**src/rtl/powlib_busarbiter.sv**
```systemverilog
// Round-robin arbiter sharing one downstream lane between B_WRS writers, with an
// address-window filter, burst-limited grants and a 2-entry output buffer.
module powlib_busarbiter #(
    parameter int unsigned B_WRS    = 4,
    parameter int unsigned B_AW     = 2,
    parameter int unsigned B_DW     = 4,
    parameter int unsigned B_BASE   = 0,
    parameter int unsigned B_SIZE   = 2,
    parameter int unsigned MAXBURST = 4
) (
    input  logic                         clk,
    input  logic                         rst,
    input  logic [B_WRS*B_DW-1:0]        wrdatas,
    input  logic [B_WRS*B_AW-1:0]        wraddrs,
    input  logic [B_WRS-1:0]             wrvlds,
    output logic [B_WRS-1:0]             wrrdys,
    output logic [B_DW-1:0]              rddata,
    output logic [B_AW-1:0]              rdaddr,
    output logic                         rdvld,
    input  logic                         rdrdy,
    output logic [$clog2(B_WRS)-1:0]     gntidx,
    output logic                         busy
);

    localparam int unsigned IW = $clog2(B_WRS);
    localparam int unsigned CW = (MAXBURST > 1) ? $clog2(MAXBURST) : 1;
    localparam int unsigned XW = B_AW + 1;
    localparam logic [XW-1:0] WIN_LO = XW'(B_BASE);
    localparam logic [XW-1:0] WIN_SZ = XW'(B_SIZE);

    typedef struct packed {
        logic [B_AW-1:0] addr;
        logic [B_DW-1:0] data;
    } beat_t;

    typedef enum logic {IDLE, GRANT} state_t;

    state_t          state, state_nx;
    logic [IW-1:0]   ptr, ptr_nx;
    logic [IW-1:0]   gnt, gnt_nx;
    logic [CW-1:0]   cnt, cnt_nx;
    logic [IW-1:0]   cand;
    logic            found;
    logic            push;
    logic            pop;
    logic            full;

    beat_t           wr_beat [B_WRS];
    logic [B_WRS-1:0] req;

    beat_t           mem [2];
    logic            wp;
    logic            rp;
    logic [1:0]      fcnt;

    // Window test as one unsigned compare: addresses below the base wrap to large offsets.
    for (genvar i = 0; i < B_WRS; i++) begin : g_wr
        assign wr_beat[i].addr = wraddrs[i*B_AW +: B_AW];
        assign wr_beat[i].data = wrdatas[i*B_DW +: B_DW];
        assign req[i] = wrvlds[i] &&
                        (({1'b0, wraddrs[i*B_AW +: B_AW]} - WIN_LO) < WIN_SZ);
    end

    assign full   = (fcnt == 2'd2);
    assign rdvld  = (fcnt != 2'd0);
    assign pop    = rdvld && rdrdy;
    assign rdaddr = mem[rp].addr;
    assign rddata = mem[rp].data;
    assign busy   = (state == GRANT);
    assign gntidx = gnt;

    // State register.
    always_ff @(posedge clk or negedge rst) begin
        if (!rst) begin
            state <= IDLE;
            ptr   <= IW'(B_WRS - 1);
            gnt   <= '0;
            cnt   <= '0;
        end else begin
            state <= state_nx;
            ptr   <= ptr_nx;
            gnt   <= gnt_nx;
            cnt   <= cnt_nx;
        end
    end

    // Arbitration, burst accounting and writer handshake.
    always_comb begin
        state_nx = state;
        ptr_nx   = ptr;
        gnt_nx   = gnt;
        cnt_nx   = cnt;
        wrrdys   = '0;
        push     = 1'b0;
        cand     = ptr;
        found    = 1'b0;
        case (state)
            IDLE: begin
                for (int unsigned k = 1; k <= B_WRS; k++) begin
                    cand = IW'((32'(ptr) + k) % B_WRS);
                    if (!found && req[cand]) begin
                        found  = 1'b1;
                        gnt_nx = cand;
                    end
                end
                if (found) begin
                    cnt_nx   = '0;
                    state_nx = GRANT;
                end
            end
            GRANT: begin
                push        = req[gnt] && !full;
                wrrdys[gnt] = push;
                if (push) begin
                    cnt_nx = cnt + CW'(1);
                end
                // A full-buffer stall keeps the grant; only burst end or a dropped request frees it.
                if ((push && (cnt == CW'(MAXBURST - 1))) || !req[gnt]) begin
                    state_nx = IDLE;
                    ptr_nx   = gnt;
                end
            end
            default: state_nx = IDLE;
        endcase
    end

    // Two-entry output buffer; no bypass so rdrdy never reaches wrrdys.
    always_ff @(posedge clk or negedge rst) begin
        if (!rst) begin
            mem[0] <= '0;
            mem[1] <= '0;
            wp     <= 1'b0;
            rp     <= 1'b0;
            fcnt   <= 2'd0;
        end else begin
            if (push) begin
                mem[wp] <= wr_beat[gnt];
                wp      <= ~wp;
            end
            if (pop) begin
                rp <= ~rp;
            end
            case ({push, pop})
                2'b10:   fcnt <= fcnt + 2'd1;
                2'b01:   fcnt <= fcnt - 2'd1;
                default: fcnt <= fcnt;
            endcase
        end
    end

endmodule

```
**config.mk**
```make
export PLATFORM = sky130hd
export DESIGN_NAME = powlib_busarbiter
export DESIGN_NICKNAME = d
export VERILOG_FILES = /design/src/rtl/powlib_busarbiter.sv
export SDC_FILE = /design/constraint.sdc
export NUM_CORES = 1
export LEC_CHECK = 0
export BUFFER_PORTS_ARGS = -buffer_cell sky130_fd_sc_hd__buf_2
export CORE_ASPECT_RATIO = 1.75
export CORE_MARGIN = 8
export CORE_UTILIZATION = 24
export CTS_CLUSTER_SIZE = 20
export DETAILED_ROUTE_END_ITERATION = 8
export PLACE_DENSITY_LB_ADDON = 0.12
export SLEW_MARGIN = 20
export SYNTH_ARGS = -nofsm -noshare
export SYNTH_HDL_FRONTEND = slang
export SYNTH_SLANG_ARGS = --single-unit
```
**constraint.sdc**
```tcl
create_clock -name clk -period 2.4 [get_ports clk]
set_clock_uncertainty 0.05 [all_clocks]
set_input_delay 0.24 -clock clk [delete_from_list [all_inputs] [get_ports clk]]
set_output_delay 0.24 -clock clk [all_outputs]
set_load 0.005 [all_outputs]
```
==> flow_summary.json <==
{
  "outcome": "complete, no violations",
  "fmax_mhz": 475,
  "wirelength_mm": 3.49,
  "cts_max_level": 1,
  "drc": 0,
  "ys_ff_latch": 23,
  "synth.area.top_cells": "dfrtp_1 40%, mux4_2 12%, mux2_1 9.3%",
  "period_share_pct": 87.7,
  "syn_avg_cell_area_um2": 12.2,
  "drtIter0Drc": 44,
  "viasPerCell": 4.60,
  "ctsResizeCount": 0,
  "grt_pass1_wl_mm": 5.82,
  "hold_viol_final": 0,
  "cap_violations": 0,
  "numPortBuffers": 44,
  "clock-sinks": 23,
  "dp_hpwl_mm": 2.79,
  "synth_cells": 109,
  "ant_nets": 0,
  "setup_viol": 0,
  "final.min_clock_period_ns": 2.11,
  "root_buffer": "clkbuf_8",
  "synth_ff_type": "dfrtp_1",
  "die_w_um": 72.2,
  "grt_overflow": 0,
  "peakVddDrop_mv": 0.291,
  "dieHeight_um": 114,
  "routabilityCongestion": 0.772,
  "cts_setup_buffers": 0,
  "path_class": "reg2out",
  "yosys_warnings": 0,
  "placed_cell_area_um2": 1650,
  "antenna_found_initial": 0,
  "powerDensity_nw_per_um2": 1100,
  "post_drt_wl_per_cell_um": 15.0,
  "cts_buffer_depth": 2,
  "startpoint_type": "flop",
  "p_leak_nw": 0.778,
  "drive_above_1_share_pct": 43.9,
  "diodes": 0,
  "synth_fp_nets": 142,
  "grt_pass1_vias": 1197,
  "worst_pin_slew_ns": 0.528,
  "core_area_um2": 5450,
  "whs_ns": 0.247,
  "syn_to_final_growth_pct": 28.3,
  "reg2reg_setup_slack_ns": 0.41,
  "worstHoldPathType": "in2reg",
  "grt_use_total_pct": 8.90,
  "ctsHoldBuffers": 1,
  "clk_latency_ns": 0.26,
  "numCtsBuffers": 3,
  "finish.net_count": 191,
  "routed-via-count": 1072,
  "synth-edff-count": 0,
  "fin_area_um2": 1700,
  "cp.required_ns": 2.11,
  "dr.pass1.iters": 4,
  "cts_tree": "yes",
  "tns_ns": 0,
  "rows": 36,
  "yosysTopAreaCellShare_pct": 39.6,
  "synth_top_area_cell": "dfrtp_1",
  "ys_types": 33,
  "critPathMaxFanout": 7,
  "initial_core_util_pct": 24.3,
  "final_util_pct": 31.2,
  "crit_arrival_ns": 1.82,
  "dieArea_um2": 8250,
  "final_max_slew_viol_count": 0,
  "rsz0062_at_grt": "false",
  "end_kind": "primary output",
  "grt_max_degree": 24,
  "synth_area_um2": 1330,
  "clkTransAtPathRegs_ns": 0.08,
  "yosysSeqAreaShare_pct": 43.6,
  "maxSlewHeadroom_pct": 64.8,
  "async_reset_ff_share_pct": 100,
  "ioPinCount": 45
}
[cell usage after synthesis (2+ instances only)]
cell type and number:
nor3_1 4, o22ai_1 2, o21ai_0 2, and2_1 3, mux2_2 6, nand2_1 4
xor2_1 3, a22oi_1 2, mux4_2 7, ha_1 2, dfrtp_1 21, clkbuf_1 3
dfstp_2 2, xnor2_1 3, nand2b_1 5, o21ai_1 4, a21oi_1 2, o211ai_1 3
nor2b_1 5, mux2_1 11, inv_1 3
[worst max-delay path, stage by stage, from the launching register on]
cell and delay [ns]:
dfrtp_1 0.39, inv_2 0.13, mux4_2 0.55, nand3_1 0.13, buf_4 0.16, nor3_1 0.05, buf_2 0.13
[cell families after synthesis]
logic type | synth area share (%)
buf+inv | 2.55
mux | 27.1
fa+ha+maj | 1.89
xor+xnor | 3.96
simple gates | 11.6
flops | 43.6
compound gates | 9.34
[report_power, final]
| part | internal, mW | switching [mW] |
|---|---|---|
| clock network | 0.116 | 0.123 |
| registers | 0.578 | 0.158 |
| logic | 0.478 | 0.425 |
| total | 1.17 | 0.707 |
[registers in the layout (all words and copies together), names as in the netlist]
name	flops
fcnt	2
busy	1
rp	1
gntidx	2
ptr	2
wp	1
mem	12
cnt	2
[path summary, 6_finish.rpt]
path / cells past startpoint / end / from
worst max register to register: 4 / mem[7]$_DFFE_PN0P_ / gntidx[0]$_DFFE_PN0P_
max in group asynchronous: 2 / ptr[1]$_DFFE_PN1P_ / rst
worst min-delay path: 3 / rp$_DFFE_PN0P_ / rdrdy
min in group asynchronous: 2 / rp$_DFFE_PN0P_ / rst
worst max-delay path: 6 / wrrdys[2] / gntidx[0]$_DFFE_PN0P_
worst min register to register: 1 / fcnt[1]$_DFFE_PN0P_ / fcnt[1]$_DFFE_PN0P_
[cell type report]
class / instances / area, um^2
clock inverters: 1 / 5.00
flip-flops and latches: 23 / 578
clock buffers: 3 / 41.3
well taps: 76 / 95.1
inverters: 4 / 15.0
repair buffers: 48 / 253
multi-input cells: 78 / 714
fillers: 575 / 3750
[cells in the final DEF (no fill, tap or decap), types with 2 or more instances in the layout]
master    netlist  final
clkbuf_8        0      3
nand2_1         4      4
buf_4           1      3
ha_1            2      2
mux4_2          7      7
o22ai_1         2      2
mux2_1         11     11
a22oi_1         2      2
nor3_1          4      4
buf_2           0     44
nor2b_1         5      5
xor2_1          3      3
xnor2_1         3      3
mux2_2          6      6
o21ai_0         2      2
nand2b_1        5      5
and2_1          3      3
dfstp_2         2      2
o21ai_1         4      4
o211ai_1        3      3
a21oi_1         2      2
inv_1           3      3
dfrtp_1        21     21
[metrics by stage]
stage / std cells / power [mW] / setup slack [ns]
floorplan: 109 / 1.34 / 0.314
global placement: 228 / 1.65 / 0.399
detailed placement: 228 / 1.67 / 0.339
CTS: 233 / 1.92 / 0.265
global route: 233 / 2.05 / 0.183
finish: 233 / 1.88 / 0.294
[layer usage]
| metal | vias to the layer above | GRT usage, % | share of wire [%] |
|---|---|---|---|
| met3 | 2 | 1.49 | 6.5 |
| li1 | 501 | - | - |
| met5 | - | 0 | 0 |
| met4 | 0 | 4.12 | 1.6 |
| met2 | 37 | 16.2 | 55 |
| met1 | 532 | 9.54 | 37 |
Note: power is estimated with default switching activity, not from simulation.
